`config.mk`:
```
export PLATFORM = sky130hd
export DESIGN_NAME = inv_cipher_seq
export DESIGN_NICKNAME = d
export VERILOG_FILES = /design/src/rtl/inv_cipher_seq_pkg.sv /design/src/rtl/inv_cipher_seq_round.sv /design/src/rtl/inv_cipher_seq.sv
export SDC_FILE = /design/constraint.sdc
export NUM_CORES = 2
export LEC_CHECK = 0
export CAP_MARGIN = 20
export CORE_AREA = 2 2 658 660
export DETAILED_ROUTE_END_ITERATION = 16
export DIE_AREA = 0 0 660 662
export GPL_ROUTABILITY_DRIVEN = 0
export PLACE_DENSITY_LB_ADDON = 0.1
export SLEW_MARGIN = 20
export SYNTH_ARGS = -nofsm -noshare
export SYNTH_HDL_FRONTEND = slang
export SYNTH_SLANG_ARGS = --single-unit
```
`constraint.sdc`:
```
create_clock -name clk -period 5 [get_ports clk]
set_input_delay 0.5 -clock clk [delete_from_list [all_inputs] [get_ports clk]]
set_output_delay 0.5 -clock clk [all_outputs]
set_load 0.02 [all_outputs]
```
`src/rtl/inv_cipher_seq_pkg.sv`:
```
// Shared AES decryption primitives: inverse S-box, GF(2^8) multipliers,
// FSM encoding and the supported Nr/Nk pairings.
package inv_cipher_seq_pkg;

  localparam int NK_128 = 4;
  localparam int NR_128 = 10;
  localparam int NK_192 = 6;
  localparam int NR_192 = 12;
  localparam int NK_256 = 8;
  localparam int NR_256 = 14;

  typedef enum logic {
    IDLE  = 1'b0,
    ROUND = 1'b1
  } fsm_state_t;

  function automatic int nr_of_nk(input int nk);
    return nk + 6;
  endfunction

  function automatic bit params_supported(input int nr, input int nk);
    return ((nk == NK_128) && (nr == NR_128)) ||
           ((nk == NK_192) && (nr == NR_192)) ||
           ((nk == NK_256) && (nr == NR_256));
  endfunction

  localparam logic [7:0] INV_SBOX [256] = '{
    8'h52, 8'h09, 8'h6a, 8'hd5, 8'h30, 8'h36, 8'ha5, 8'h38, 8'hbf, 8'h40, 8'ha3, 8'h9e, 8'h81, 8'hf3, 8'hd7, 8'hfb,
    8'h7c, 8'he3, 8'h39, 8'h82, 8'h9b, 8'h2f, 8'hff, 8'h87, 8'h34, 8'h8e, 8'h43, 8'h44, 8'hc4, 8'hde, 8'he9, 8'hcb,
    8'h54, 8'h7b, 8'h94, 8'h32, 8'ha6, 8'hc2, 8'h23, 8'h3d, 8'hee, 8'h4c, 8'h95, 8'h0b, 8'h42, 8'hfa, 8'hc3, 8'h4e,
    8'h08, 8'h2e, 8'ha1, 8'h66, 8'h28, 8'hd9, 8'h24, 8'hb2, 8'h76, 8'h5b, 8'ha2, 8'h49, 8'h6d, 8'h8b, 8'hd1, 8'h25,
    8'h72, 8'hf8, 8'hf6, 8'h64, 8'h86, 8'h68, 8'h98, 8'h16, 8'hd4, 8'ha4, 8'h5c, 8'hcc, 8'h5d, 8'h65, 8'hb6, 8'h92,
    8'h6c, 8'h70, 8'h48, 8'h50, 8'hfd, 8'hed, 8'hb9, 8'hda, 8'h5e, 8'h15, 8'h46, 8'h57, 8'ha7, 8'h8d, 8'h9d, 8'h84,
    8'h90, 8'hd8, 8'hab, 8'h00, 8'h8c, 8'hbc, 8'hd3, 8'h0a, 8'hf7, 8'he4, 8'h58, 8'h05, 8'hb8, 8'hb3, 8'h45, 8'h06,
    8'hd0, 8'h2c, 8'h1e, 8'h8f, 8'hca, 8'h3f, 8'h0f, 8'h02, 8'hc1, 8'haf, 8'hbd, 8'h03, 8'h01, 8'h13, 8'h8a, 8'h6b,
    8'h3a, 8'h91, 8'h11, 8'h41, 8'h4f, 8'h67, 8'hdc, 8'hea, 8'h97, 8'hf2, 8'hcf, 8'hce, 8'hf0, 8'hb4, 8'he6, 8'h73,
    8'h96, 8'hac, 8'h74, 8'h22, 8'he7, 8'had, 8'h35, 8'h85, 8'he2, 8'hf9, 8'h37, 8'he8, 8'h1c, 8'h75, 8'hdf, 8'h6e,
    8'h47, 8'hf1, 8'h1a, 8'h71, 8'h1d, 8'h29, 8'hc5, 8'h89, 8'h6f, 8'hb7, 8'h62, 8'h0e, 8'haa, 8'h18, 8'hbe, 8'h1b,
    8'hfc, 8'h56, 8'h3e, 8'h4b, 8'hc6, 8'hd2, 8'h79, 8'h20, 8'h9a, 8'hdb, 8'hc0, 8'hfe, 8'h78, 8'hcd, 8'h5a, 8'hf4,
    8'h1f, 8'hdd, 8'ha8, 8'h33, 8'h88, 8'h07, 8'hc7, 8'h31, 8'hb1, 8'h12, 8'h10, 8'h59, 8'h27, 8'h80, 8'hec, 8'h5f,
    8'h60, 8'h51, 8'h7f, 8'ha9, 8'h19, 8'hb5, 8'h4a, 8'h0d, 8'h2d, 8'he5, 8'h7a, 8'h9f, 8'h93, 8'hc9, 8'h9c, 8'hef,
    8'ha0, 8'he0, 8'h3b, 8'h4d, 8'hae, 8'h2a, 8'hf5, 8'hb0, 8'hc8, 8'heb, 8'hbb, 8'h3c, 8'h83, 8'h53, 8'h99, 8'h61,
    8'h17, 8'h2b, 8'h04, 8'h7e, 8'hba, 8'h77, 8'hd6, 8'h26, 8'he1, 8'h69, 8'h14, 8'h63, 8'h55, 8'h21, 8'h0c, 8'h7d
  };

  function automatic logic [7:0] inv_sbox(input logic [7:0] b);
    return INV_SBOX[b];
  endfunction

  // Multiply by x modulo the AES polynomial x^8 + x^4 + x^3 + x + 1.
  function automatic logic [7:0] xtime(input logic [7:0] b);
    return {b[6:0], 1'b0} ^ (b[7] ? 8'h1b : 8'h00);
  endfunction

  function automatic logic [7:0] gf_mul_09(input logic [7:0] b);
    logic [7:0] x8;
    x8 = xtime(xtime(xtime(b)));
    return x8 ^ b;
  endfunction

  function automatic logic [7:0] gf_mul_0b(input logic [7:0] b);
    logic [7:0] x2;
    logic [7:0] x8;
    x2 = xtime(b);
    x8 = xtime(xtime(x2));
    return x8 ^ x2 ^ b;
  endfunction

  function automatic logic [7:0] gf_mul_0d(input logic [7:0] b);
    logic [7:0] x4;
    logic [7:0] x8;
    x4 = xtime(xtime(b));
    x8 = xtime(x4);
    return x8 ^ x4 ^ b;
  endfunction

  function automatic logic [7:0] gf_mul_0e(input logic [7:0] b);
    logic [7:0] x2;
    logic [7:0] x4;
    logic [7:0] x8;
    x2 = xtime(b);
    x4 = xtime(x2);
    x8 = xtime(x4);
    return x8 ^ x4 ^ x2;
  endfunction

  // One column, row 0 in the top byte.
  function automatic logic [31:0] inv_mix_column(input logic [31:0] col);
    logic [7:0] a0, a1, a2, a3;
    {a0, a1, a2, a3} = col;
    return {gf_mul_0e(a0) ^ gf_mul_0b(a1) ^ gf_mul_0d(a2) ^ gf_mul_09(a3),
            gf_mul_09(a0) ^ gf_mul_0e(a1) ^ gf_mul_0b(a2) ^ gf_mul_0d(a3),
            gf_mul_0d(a0) ^ gf_mul_09(a1) ^ gf_mul_0e(a2) ^ gf_mul_0b(a3),
            gf_mul_0b(a0) ^ gf_mul_0d(a1) ^ gf_mul_09(a2) ^ gf_mul_0e(a3)};
  endfunction

endpackage

```
`src/rtl/inv_cipher_seq_round.sv`:
```
// Combinational inverse round: InvShiftRows, InvSubBytes, AddRoundKey,
// then InvMixColumns unless this is the final round.
module inv_round
  import inv_cipher_seq_pkg::*;
(
  input  logic [127:0] state_in,
  input  logic [127:0] round_key,
  input  logic         last,
  output logic [127:0] state_out
);

  logic [127:0] added;
  logic [127:0] mixed;

  genvar gi;

  // Byte gi sits at row gi%4, column gi/4; row r is rotated right by r columns.
  generate
    for (gi = 0; gi < 16; gi++) begin : g_byte
      localparam int ROW = gi % 4;
      localparam int COL = gi / 4;
      localparam int SRC = 4 * ((COL - ROW + 4) % 4) + ROW;
      assign added[127-8*gi -: 8] = inv_sbox(state_in[127-8*SRC -: 8]) ^ round_key[127-8*gi -: 8];
    end

    for (gi = 0; gi < 4; gi++) begin : g_col
      assign mixed[127-32*gi -: 32] = inv_mix_column(added[127-32*gi -: 32]);
    end
  endgenerate

  assign state_out = last ? added : mixed;

endmodule

```
`src/rtl/inv_cipher_seq.sv`:
```
// Iterative AES inverse cipher: one shared round datapath, one round per
// clock, result registered on plain_out with a one-cycle done pulse.
module inv_cipher_seq
  import inv_cipher_seq_pkg::*;
#(
  parameter int Nr = 10,
  parameter int Nk = 4
) (
  input  logic                   clk,
  input  logic                   rst,
  input  logic                   start,
  input  logic [127:0]           cipher_in,
  input  logic [128*(Nr+1)-1:0]  w,
  output logic [127:0]           plain_out,
  output logic                   busy,
  output logic                   done
);

  localparam int RC_W = $clog2(Nr);

  generate
    if (!params_supported(Nr, Nk) || (Nr != nr_of_nk(Nk))) begin : g_bad_params
      $error("inv_cipher_seq: unsupported Nr/Nk pairing");
    end
  endgenerate

  fsm_state_t        fsm_reg;
  fsm_state_t        fsm_next;
  logic [RC_W-1:0]   rc_reg;
  logic [127:0]      state_reg;
  logic [127:0]      plain_out_reg;
  logic              done_reg;

  logic              load_en;
  logic              step_en;
  logic              finish_en;
  logic              rc_zero;
  logic [127:0]      round_key;
  logic [127:0]      round_out;
  logic [127:0]      round_keys [0:Nr];

  genvar gi;
  generate
    for (gi = 0; gi <= Nr; gi++) begin : g_rk
      assign round_keys[gi] = w[gi*128 +: 128];
    end
  endgenerate

  assign rc_zero   = (rc_reg == '0);
  assign round_key = round_keys[rc_reg];

  inv_round u_inv_round (
    .state_in  (state_reg),
    .round_key (round_key),
    .last      (rc_zero),
    .state_out (round_out)
  );

  always_ff @(posedge clk) begin
    if (rst) begin
      fsm_reg <= IDLE;
    end else begin
      fsm_reg <= fsm_next;
    end
  end

  always_comb begin
    fsm_next = fsm_reg;
    case (fsm_reg)
      IDLE:    if (start) fsm_next = ROUND;
      ROUND:   if (rc_zero) fsm_next = IDLE;
      default: fsm_next = IDLE;
    endcase
  end

  // start is only honoured in IDLE, so a request during rounds has no effect.
  always_comb begin
    load_en   = 1'b0;
    step_en   = 1'b0;
    finish_en = 1'b0;
    busy      = 1'b0;
    case (fsm_reg)
      IDLE: load_en = start;
      ROUND: begin
        busy      = 1'b1;
        finish_en = rc_zero;
        step_en   = !rc_zero;
      end
      default: ;
    endcase
  end

  always_ff @(posedge clk) begin
    if (rst) begin
      state_reg     <= '0;
      rc_reg        <= '0;
      plain_out_reg <= '0;
      done_reg      <= 1'b0;
    end else begin
      done_reg <= finish_en;
      if (load_en) begin
        state_reg <= cipher_in ^ round_keys[Nr];
        rc_reg    <= RC_W'(Nr - 1);
      end else if (step_en) begin
        state_reg <= round_out;
        rc_reg    <= rc_reg - RC_W'(1);
      end
      if (finish_en) begin
        plain_out_reg <= round_out;
      end
    end
  end

  assign plain_out = plain_out_reg;
  assign done      = done_reg;

endmodule
```
-- Yosys cells after proc, flatten, opt, wreduce, memory -nomap -nowiden
Memory sizes are Yosys's and may differ from the RTL's.
Index checks and enable logic that the tools add are counted.
- memories kept: 16
- flip-flop bits (word level): 262
- input port bits: 1539
- memory bits (read-only): 32768
- word-level logic and storage cells: 366
- output and inout port bits: 130
- multiplexer cells: 95
- reductions and logical operators: 4
- bitwise operators: 227
- $add $sub $neg: 1
- magnitude comparators: 17
- memories (name ; words ; bits a word ; rd ports ; clocked after memory_dff ; wr ports ; line ; RTL):
    (name not given) ; 256 ; 8 ; 1 ; 0 ; 0 ; inv_cipher_seq_pkg.sv:47 ; return INV_SBOX[b];
    (name not given) ; 256 ; 8 ; 1 ; 0 ; 0 ; inv_cipher_seq_pkg.sv:47 ;
    (name not given) ; 256 ; 8 ; 1 ; 0 ; 0 ; inv_cipher_seq_pkg.sv:47 ;
    (name not given) ; 256 ; 8 ; 1 ; 0 ; 0 ; inv_cipher_seq_pkg.sv:47 ;
    (name not given) ; 256 ; 8 ; 1 ; 0 ; 0 ; inv_cipher_seq_pkg.sv:47 ;
    (name not given) ; 256 ; 8 ; 1 ; 0 ; 0 ; inv_cipher_seq_pkg.sv:47 ;
    10 more memories ; - ; - ; - ; - ; - ; - ;
- operator list (cell ; number):
    $xor 8x8->8 ; 206
    $mux 128 ; 5
    $bmux 128 s4 ; 1
    $mux 8 ; 32
    $mux 5 ; 48
    $ge 9x9->1 const B ; 16
    $not 8->9 ; 16
    $xor 128x128->128 ; 1
    $xor 8x5->8 ; 2
    $mux 4 ; 2
    $mux 1 ; 6
    $ge 5x5->1 const B ; 1
    $not 4->5 ; 1
    $logic_not 4->1 ; 1
    $sub 4x1->4 const B ; 1
    $pmux 1 s2 ; 1
    $reduce_bool 2->1 ; 1
    $reduce_or 2->1 ; 1
    $logic_not 1->1 ; 1
    $not 1->1 ; 1

-- Depth between registers and ports, before layout
- word-level depth: 19
- mapped depth: 21
- mapped depth without buffers: 16

-- Cells and area by module
A second synthesis with hierarchy kept.
- cell total of the unflattened synthesis: 12200
- area, all modules: 90446.7 um^2
- by module, submodules not included (module ; area each (um^2) ; cells an instance ; sequential area each (um^2) ; times used):
    inv_round ; 68159.1 ; 9770 ; 0.0 ; 1
    inv_cipher_seq ; 22287.6 ; 2430 ; 5245.0 ; 1

-- Least setup slack after synthesis
No wires, ideal clock.
- path kind: register -> register
- from: register state_reg[89]
- to: register state_reg[92]
- setup time: 134 ps
- cell stages (with the launch flop): 19
- buffers on the path: 4
- slack: -161 ps
- data required time: 4866 ps
- period minus slack after synthesis: 5161 ps
- data arrival time: 5027 ps
- cell sequence: dfxtp_1 clkbuf_1 clkbuf_1 buf_1 inv_1 ha_1 clkbuf_1 nor2_1 nor2_1 mux4_2 mux4_2 o22ai_1 xnor2_1 xnor2_1 xnor2_1 xnor3_1 xnor2_1 xnor2_1 o22ai_1
- cells in the longest elaborated chain, start to end: 17
- elaborated cells between the ends (all ways): 19
- classes of those cells: mux: 8; bitwise: 10; memory: 1
- ends and longest elaborated chain (what ; line ; RTL):
    from (decl) ; inv_cipher_seq.sv:30 ; logic [127:0] state_reg;
    from (signal assigned) ; inv_cipher_seq.sv:102 ; state_reg <= cipher_in ^ round_keys[Nr];
    from (signal assigned) ; inv_cipher_seq.sv:105 ; state_reg <= round_out;
    $not 8->9 (implied by the code) (*) ; inv_cipher_seq_pkg.sv:47 ;
    $mem_v2 256x8 (*) ; - ;
    $mux 8 (implied by the code) (*) (2 in series) ; inv_cipher_seq_pkg.sv:47 ;
    $xor 8x8->8 (*) ; inv_cipher_seq_round.sv:23 ; assign added[127-8*gi -: 8] = inv_sbox(state_in[127-8*SRC -: 8]) ^ round_key[127-8*gi -: 8];
    $xor 8x8->8 ; inv_cipher_seq_pkg.sv:52 ; return {b[6:0], 1'b0} ^ (b[7] ? 8'h1b : 8'h00);
    $mux 5 or $xor 8x8->8 (tied branches) ; inv_cipher_seq_pkg.sv:52 ;
    $xor 8x8->8 or $mux 5 (tied branches) ; inv_cipher_seq_pkg.sv:52 ;
    $xor 8x8->8 ; inv_cipher_seq_pkg.sv:52 ;
    $xor 8x8->8 (2 in series) ; inv_cipher_seq_pkg.sv:84 ; return x8 ^ x4 ^ x2;
    $xor 8x8->8 (3 in series) ; inv_cipher_seq_pkg.sv:91 ; return {gf_mul_0e(a0) ^ gf_mul_0b(a1) ^ gf_mul_0d(a2) ^ gf_mul_09(a3),
    $mux 128 (*) ; inv_cipher_seq_round.sv:31 ; assign state_out = last ? added : mixed;
    $mux 128 (*) ; inv_cipher_seq.sv:104 ; end else if (step_en) begin
    $mux 128 (*) ; inv_cipher_seq.sv:101 ; if (load_en) begin
Every way passes the cells marked *; elsewhere a longest branch is shown, timed or not. The select of a mux whose other input is x is not followed.
A chain may end at the register's enable or synchronous reset.

-- Final worst setup path
- from: register rc_reg[1]
- to: register state_reg[46]
- cells in the longest elaborated chain, start to end: 17
- elaborated cells between the ends (all ways): 41
- classes of those cells: mux: 11; bitwise: 27; reduce/logical: 3
- ends and longest elaborated chain (what ; line ; RTL):
    from (decl) ; inv_cipher_seq.sv:29 ; logic [RC_W-1:0] rc_reg;
    from (signal assigned) ; inv_cipher_seq.sv:103 ; rc_reg <= RC_W'(Nr - 1);
    from (signal assigned) ; inv_cipher_seq.sv:106 ; rc_reg <= rc_reg - RC_W'(1);
    $not 4->5 (implied by the code) ; inv_cipher_seq.sv:50 ; assign round_key = round_keys[rc_reg];
    $bmux 128 s4 ; inv_cipher_seq.sv:50 ;
    $mux 128 (implied by the code) (2 in series) ; inv_cipher_seq.sv:50 ;
    $xor 8x8->8 ; inv_cipher_seq_round.sv:23 ;
    $mux 5 ; inv_cipher_seq_pkg.sv:52 ;
    $xor 8x8->8 (3 in series) ; inv_cipher_seq_pkg.sv:52 ;
    $xor 8x8->8 (2 in series) ; inv_cipher_seq_pkg.sv:74 ; return x8 ^ x4 ^ b;
    $xor 8x8->8 (3 in series) ; inv_cipher_seq_pkg.sv:93 ; gf_mul_0d(a0) ^ gf_mul_09(a1) ^ gf_mul_0e(a2) ^ gf_mul_0b(a3),
    $mux 128 ; inv_cipher_seq_round.sv:31 ;
    $mux 128 ; inv_cipher_seq.sv:104 ;
    $mux 128 ; inv_cipher_seq.sv:101 ;
Parallel ways exist; a longest one is shown, timed or not. The select of a mux whose other input is x is not followed.

==> run metrics <==
Iter 0 DRT Violations=19,200; post-route ant nets=0; dpl cells=19,700; HP Start=rst; final net count=15,900; Max Clock Freq=201 MHz; Final Routed Wirelength=858 mm; CP Data Arrival Time=5.67 ns; DIE AREA=437,000 sq um; DR WL/cell=42.6 um; Port-buffer cells=1,668; EDFF count, synth=0; Synthesized Nets=13,800; area occupied by multi-input gates=76,300 sq um; clock tree buffer depth=3; Post-Syn Area=88,100 sq um; RR Startpoint=rc_reg[1]; most frequent cells after synthesis=nor2_1 (987), a21oi_1 (828), nand2_1 (824); skew final=0.0581 ns; Final Setup Violations=0; CTS buffer count=47; DIE HEIGHT=662 um; drt via density=6.00; Seq cells post-synth=262; clk root buf=clkbuf_16; YS warnings=0; Setup crit start=rc_reg[1]; FILL cells=47,300; Starting Density=20.5%; Core ar.=430,000 sq um; Finished Layout Cells=20,100; total track usage=37.3%; clock tree sinks=262; CP required=5.69 ns; drt first pass iters=7; Synth top area share=10.6%; proportion of layout cells with a drive suffix above 1=20.3%; Synth cell types=112; status=finished clean; Syn Area/Cell=7.41 sq um; register area=5410 sq um; synth top area cells=mux4_2 (11%), xnor2_1 (6.4%), dfxtp_1 (6.0%), ha_1 (4.8%), a21oi_1 (4.7%); cell with the most instances after synthesis=nor2_1; ys flop type=dfxtp_1; Worst-Skew Late Latency=0.78 ns; CP endpoint kind=flip-flop; register area share after synthesis=5.95%; Hold Buf Count CTS=0; number of global-route vias before repair=111,000; Synth area leader=mux4_2; critical-path maximum fanout=58; Worst slew margin=14.9%; fin crit share=99.7%; first-pass GRT wire length=1110 mm; Area Overhead vs Synth=40.6%; Startpoint Class=flip-flop; Final Max Slew Viols=0; Hold Fails Final Rpt=0; die width=660 um; cell count after synthesis=11,900; post-DP HPWL=708 mm; largest net degree at the start of global routing=87; via count=121,000; Max Cap Viol=0; # H-tree levels=2; clock-pin slew on the worst setup and hold paths=0.08 ns; initial antenna violation count=369; grt total ovfl=0; post-synthesis async set-or-reset flop share=0%; DRC viols=0; number of I/O pins=1,669; CP Class=reg -> reg; Final min period=4.99 ns; worst hold path type=in -> reg; CTS tree=yes; num rows=241; Tightest Pin Transition=1.25 ns
==> final timing paths <==
path,to,slack (ns),depth (start not counted)
worst min register to register,plain_out[12],0.46,2
worst max register to register,state_reg[46],0.01,15
worst min-delay path,state_reg[108],0.26,2
worst max-delay path,state_reg[46],0.01,15
==> cells in the final DEF (no fill, tap or decap), types with 358 or more instances in the layout <==
cell,count
o21ai_0,793
nor3_1,358
xnor2_1,622
clkdlybuf4s50_1,1667
mux4_2,415
buf_4,1650
nor2_1,979
nand2_1,821
diode_2,373
a21oi_1,820
==> metrics by stage <==
stage / hold WS (ns) / setup TNS (ns) / utilization [%] / setup WS (ns) / instance area [sq um]
6_report: 0.262 / 0 / 28.8 / 0.0127 / 124000
4_1_cts: 0.169 / 0 / 28.5 / 0.00372 / 122000
3_5_place_dp: 0.451 / -2.00 / 28.1 / -0.267 / 121000
2_1_floorplan: 0.535 / 0 / - / 0.0529 / 88200
5_1_grt: 0.221 / -0.0873 / 28.7 / -0.0341 / 123000
3_3_place_gp: 0.444 / -2.08 / 28.1 / -0.337 / 121000
==> repair_timing <==
action,4_1_cts,5_1_grt
buffers inserted,0,11
resized for setup,11,88
endpoints found under the setup margin,19,91
pin swaps,1,9
hold endpoints to repair,0,0
==> worst max-delay path: stages (launching register included) <==
cell and delay, ns:
dfxtp_4 0.54, buf_12 0.36, mux2_2 0.39, a221o_1 0.71, o21ai_1 0.22, nor2_1 0.06
a21oi_1 0.57, xnor2_2 0.20, buf_12 0.18, xor2_1 0.25, xnor3_1 0.26, xnor3_1 0.27
xor2_2 0.31, buf_4 0.17, a21oi_1 0.06, a211oi_1 0.21
==> area by class of cell <==
| type | instances | area share [%] |
|---|---|---|
| multi-input cells | 10000 | 61.6 |
| repair buffers | 3455 | 25.7 |
| well taps | 5710 | 5.77 |
| flip-flops and latches | 262 | 4.37 |
| clock buffers | 62 | 1.04 |
| diodes | 373 | 0.753 |
| inverters | 203 | 0.628 |
| clock inverters | 25 | 0.133 |
==> cell families (layout without fill, tap and decap cells) <==
kind of cell / Yosys count / in the layout / share of synthesized area (%)
adders and majority gates: 335 / 335 / 4.76
DFF: 262 / 262 / 5.95
AOI/OAI and AO/OA: 4242 / 4242 / 33.5
xor gates and xnor gates: 1054 / 1054 / 12.8
muxes: 706 / 706 / 14.1
buffers and inverters: 1587 / 3745 / 8.16
and+or+nand+nor: 3708 / 3708 / 20.7
other: 0 / 373 / 0
==> layer usage <==
| metal | vias up | global-route usage (%) | part of all wire, % |
|---|---|---|---|
| met5 | - | 0 | 0.13 |
| met2 | 9184 | 54.2 | 41 |
| met4 | 160 | 26.2 | 8.7 |
| met3 | 1968 | 13.8 | 12 |
| li1 | 50000 | - | - |
| met1 | 59500 | 45.3 | 38 |
Power is left out: the tool's default activity adds up to more than one toggle a clock period on the data nets, which glitch-free logic cannot reach.
